<file path="src/rtl/clock_pkg.sv">
// Shared timekeeping constants and the hour-of-day type used by the clock chain.
package clock_pkg;

  localparam int unsigned HOURS_PER_DAY = 24;
  localparam int unsigned HOURS_HALF    = 12;

  typedef logic [4:0] hour_t;

endpackage

</file>
<file path="src/rtl/hour_to_bcd.sv">
// Combinational hour-of-day to BCD display digits, 12h or 24h format.
module hour_to_bcd
  import clock_pkg::*;
(
  input  logic [4:0] hour_i,
  input  logic       mode_24_i,
  output logic [1:0] tens_o,
  output logic [3:0] ones_o
);

  hour_t disp;

  always_comb begin
    disp = hour_i;
    if (!mode_24_i) begin
      if (hour_i >= hour_t'(HOURS_HALF)) begin
        disp = hour_i - hour_t'(HOURS_HALF);
      end
      // Midnight and noon both read as 12 on a 12h face.
      if (disp == hour_t'(0)) begin
        disp = hour_t'(HOURS_HALF);
      end
    end

    if (disp >= hour_t'(20)) begin
      tens_o = 2'd2;
      ones_o = 4'(disp - hour_t'(20));
    end else if (disp >= hour_t'(10)) begin
      tens_o = 2'd1;
      ones_o = 4'(disp - hour_t'(10));
    end else begin
      tens_o = 2'd0;
      ones_o = 4'(disp);
    end
  end

endmodule

</file>
<file path="src/rtl/counter_hour.sv">
// Hour stage of the clock chain: counts minute wraps, manual set, BCD display and day-wrap pulse.
module counter_hour
  import clock_pkg::*;
#(
  parameter int unsigned RESET_HOUR = 0
) (
  input  logic       clk,
  input  logic       reset,
  input  logic       zC,
  input  logic       set_en,
  input  logic       set_inc,
  input  logic       mode_24,
  output logic [1:0] hour_tens,
  output logic [3:0] hour_ones,
  output logic       pm,
  output logic       zH
);

  if (RESET_HOUR >= HOURS_PER_DAY) begin : g_bad_reset_hour
    $error("counter_hour: RESET_HOUR must be in 0..23");
  end

  hour_t hour_q, hour_d, hour_next;
  logic  inc_q;
  logic  zh_q, zh_d;
  logic  inc_rise;
  logic  at_last;

  assign at_last   = (hour_q == hour_t'(HOURS_PER_DAY - 1));
  assign hour_next = at_last ? hour_t'(0) : hour_q + hour_t'(1);
  assign inc_rise  = set_inc & ~inc_q;

  always_comb begin
    hour_d = hour_q;
    zh_d   = 1'b0;
    if (set_en) begin
      // Setting never produces a day carry; zC is dropped while setting.
      if (inc_rise) begin
        hour_d = hour_next;
      end
    end else if (zC) begin
      hour_d = hour_next;
      zh_d   = at_last;
    end
  end

  always_ff @(posedge clk or posedge reset) begin
    if (reset) begin
      hour_q <= hour_t'(RESET_HOUR);
      inc_q  <= 1'b0;
      zh_q   <= 1'b0;
    end else begin
      hour_q <= hour_d;
      inc_q  <= set_inc;
      zh_q   <= zh_d;
    end
  end

  assign zH = zh_q;
  assign pm = (hour_q >= hour_t'(HOURS_HALF));

  hour_to_bcd u_hour_to_bcd (
    .hour_i    (hour_q),
    .mode_24_i (mode_24),
    .tens_o    (hour_tens),
    .ones_o    (hour_ones)
  );

endmodule

</file>
<file path="config.mk">
export PLATFORM = sky130hd
export DESIGN_NAME = counter_hour
export DESIGN_NICKNAME = d
export VERILOG_FILES = /design/src/rtl/clock_pkg.sv /design/src/rtl/hour_to_bcd.sv /design/src/rtl/counter_hour.sv
export SDC_FILE = /design/constraint.sdc
export NUM_CORES = 1
export LEC_CHECK = 0
export CORE_MARGIN = 2
export CORE_UTILIZATION = 45
export DETAILED_ROUTE_END_ITERATION = 10
export MAX_ROUTING_LAYER = met4
export PLACE_DENSITY = 0.73
export SLEW_MARGIN = 25
export SYNTH_ARGS = -nofsm -noshare
export SYNTH_HDL_FRONTEND = slang
export SYNTH_HIERARCHICAL = 1
export SYNTH_SLANG_ARGS = --single-unit
export TNS_END_PERCENT = 5
</file>
<file path="constraint.sdc">
create_clock -name clk -period 3.83 [get_ports clk]
set_clock_uncertainty 0.15 [all_clocks]
set_input_delay 1.149 -clock clk [delete_from_list [all_inputs] [get_ports clk]]
set_output_delay 1.149 -clock clk [all_outputs]
set_load 0.05 [all_outputs]
</file>
==> flow_summary_export.csv <==
group,metric,value,unit
status,status,"finished, violations left",
status,violations,"negative setup slack",
route,drcViolationCount,0,
logic_synthesis,post_synth_and_or_nand_nor_area_fraction,24.2,%
layout,layout_commonest_cell,"sky130_fd_sc_hd__buf_4",
hold_path,hp-class,"register to register",
logic_synthesis,synth.cell_area,743,um^2
layout,flow.area_growth_from_synthesis,54.2,%
timing,tightest_slew,499,ps
global_routing,grt-busiest-layer,"met2",
route,routed-via-count,777,
worst_setup_path,r2r_setup_slack,2280,ps
logic_synthesis,number_of_enable_type_register_cells_in_the_synthesized_netlist,0,
global_routing,grt_max_degree,13,
timing,setup_violations,3,
worst_setup_path,critPathKind,"input port to output pin",
floorplan,rows,14,
worst_setup_path,path_max_fanout,4,
floorplan,top_level_ports,14,
layout,layout.cells.non_filler,132,
cts,cts-hold-fix-buffers,0,
cts,cts-root-to-sink-buffers,2,
logic_synthesis,ys_warn_count,6,
timing,final_worst_path_period_share,107,%
global_routing,met2_track_utilization_from_global_routing,33.6,%
timing,final.setup.worst_slack,-265,ps
route,first_pass_iters,4,
global_routing,grt_overflow_total,0,
logic_synthesis,synth-seq-area-share,23.6,%
placed_design,place_worst_setup_slack,-649,ps
cts,cts_tree,"yes",
logic_synthesis,post_synth_adder_cell_area,6.73,%
logic_synthesis,dominantRegCellSynth,"sky130_fd_sc_hd__dfrtp_1",
layout,fillCellCount,112,
global_routing,globalRouteMet1Util,27.5,%
route,wl,2030,um
worst_setup_path,worstSetupStartpoint,"mode_24",
global_routing,antenna_violations_before_repair,0,
route,routed_length_per_placed_instance,15.3,um
logic_synthesis,synth_fp_nets,92,
route,initialDrtViolationCount,15,
hold_path,min_from,"hour_q[3]",
placed_design,io_port_bufs,13,
logic_synthesis,synth_top_family_by_area,"compound AO/OA/AOI/OAI gates",
global_routing,grt_use_met3,6.12,%
cts,cts_inserted_buffers,3,
logic_synthesis,synthCells,82,
worst_setup_path,timing.rr.start,"hour_q[0]",
layout,num-nets-final,127,
placed_design,routabilityCongestion,0.904,
timing,min_hold_slack,487,ps
layout,num_antenna_cells,0,
floorplan,effective_utilization_at_floorplan,48.8,%
cts,clock_tree.root_cell,"sky130_fd_sc_hd__clkbuf_4",
worst_setup_path,worst_r2r_path_depth,4,
logic_synthesis,synth-compound-area-share,27.3,%
route,final_antenna_net_count,0,
timing,finalWorstPathRequiredPeriod,4090,ps
floorplan,chipHeight,44.6,um
hold_path,hold_depth,2,
timing,hold_viol,0,
floorplan,core_region_area,1520,um^2
global_routing,grt_use_total,21.4,%
timing,maxSlewViolCount,0,
placed_design,half_perimeter_wire_length_of_the_detailed_placement_result,1290,um
cts,cts.reportedPaths.clkPinSlew,50,ps
logic_synthesis,synthArstFlopShare,100,%
placed_design,placed_cells,124,
timing,rsz0062_at_grt,"yes",
timing,max_slew_margin,66.6,%
global_routing,grt_pass1_vias,710,
layout,mostFrequentLayoutCells,"16 x sky130_fd_sc_hd__buf_4, 7 x sky130_fd_sc_hd__dfrtp_1, 7 x sky130_fd_sc_hd__clkdlybuf4s50_1, 6 x sky130_fd_sc_hd__a21oi_1, 5 x sky130_fd_sc_hd__inv_1",
timing,clock.fmax,244,MHz
worst_setup_path,critical_path.reg2reg.endpoint,"hour_q[4]",
floorplan,dieArea,1990,um^2
logic_synthesis,synth_xor_xnor_area_share,2.36,%
logic_synthesis,synth.lib_cells_used.distinct,39,
timing,sum_of_negative_setup_slack,-572,ps
layout,drive_gt1_share,46.6,%
cts,ctsHtreeMaxLevel,1,
cts,cts.sinks,7,
hold_path,min_delay_worst_endpoint,"zH",
route,drt-vias-per-instance,5.89,
worst_setup_path,cp-start-kind,"input port",
global_routing,wire_length_of_the_first_global_routing_pass,3040,um
worst_setup_path,timing.critical_path.required,2530,ps
job,max_cap_violations,0,
floorplan,dieWidth,44.6,um
worst_setup_path,critPathCaptureType,"output pin",
worst_setup_path,cp_data_arrival_time,2800,ps
logic_synthesis,post_synth.cell_area_avg,9.06,um^2
cts,insertion_delay,250,ps
logic_synthesis,synth.ff_latch_count,7,
logic_synthesis,synth_mux_area_share,10.4,%
## worst max-delay path by stage
stage | end | slack, ps
2_1_floorplan | hour_ones[1] | -160
3_3_place_gp | hour_ones[1] | -600
4_1_cts | hour_ones[1] | -160
3_5_place_dp | hour_ones[1] | -650
5_1_grt | hour_ones[1] | -280
6_report | hour_ones[1] | -260
## state kept, by name, indices dropped and copies added, names as in the netlist
signal and cells:
inc_q 1, zH 1, hour_q 5
## through the flow
| stage | util (%) | instance area (um^2) |
|---|---|---|
| after floorplan | - | 743 |
| after global placement | 66.7 | 1020 |
| after detailed placement | 66.7 | 1020 |
| after CTS | 71.8 | 1090 |
| after global routing | 75.2 | 1150 |
| final | 75.2 | 1150 |
## synthesized netlist by cell type (all sizes together) (3+ instances only)
cell type | n | area share [%]
a21oi | 8 | 6.4
dfrtp | 7 | 24
nand2 | 7 | 5.2
o21ai | 5 | 3.4
nand2b | 3 | 3.5
nor2 | 6 | 3.0
nand3b | 3 | 4.7
ha | 4 | 6.7
mux2 | 3 | 6.1
o211ai | 5 | 6.4
inv | 6 | 3.4
## final cells by class
cell class / instances / area [um^2] / area share, %
multi-input cells: 67 / 574 / 50.1
repair buffers: 32 / 325 / 28.4
flip-flops and latches: 7 / 175 / 15.3
clock buffers: 4 / 26.3 / 2.29
inverters: 6 / 25.0 / 2.18
well taps: 16 / 20.0 / 1.75
## metal layers
metal,routed length [um],share of wire [%]
met1,849,42
met2,1030,51
met3,116,5.7
met4,26,1.3
met5,0,0
## timing repair
action | 4_1_cts | 5_1_grt
setup endpoints to repair | 5 | 3
gates resized for setup | 18 | 8
pin swaps | 4 | 10
buffers inserted | 1 | 3
## worst max-delay path, cell delays in order
cell and delay, ps:
sky130_fd_sc_hd__buf_8 100, sky130_fd_sc_hd__nor2_2 90, sky130_fd_sc_hd__o21ai_1 90, sky130_fd_sc_hd__a22o_2 250, sky130_fd_sc_hd__nand2_4 90, sky130_fd_sc_hd__ha_4 140, sky130_fd_sc_hd__nor2b_4 170, sky130_fd_sc_hd__nor3_2 60
sky130_fd_sc_hd__mux4_2 480, sky130_fd_sc_hd__buf_8 170
## kinds of logic (layout without fill, tap and decap cells)
group / count (synthesis) / in the layout
buf+inv: 8 / 42
xor+xnor: 2 / 2
simple gates: 28 / 28
fa+ha+maj: 4 / 4
compound gates: 28 / 28
mux: 5 / 5
flops: 7 / 7
Power is not shown: default switching activity piles up to over one toggle a cycle in this logic, so the estimate is an artifact.
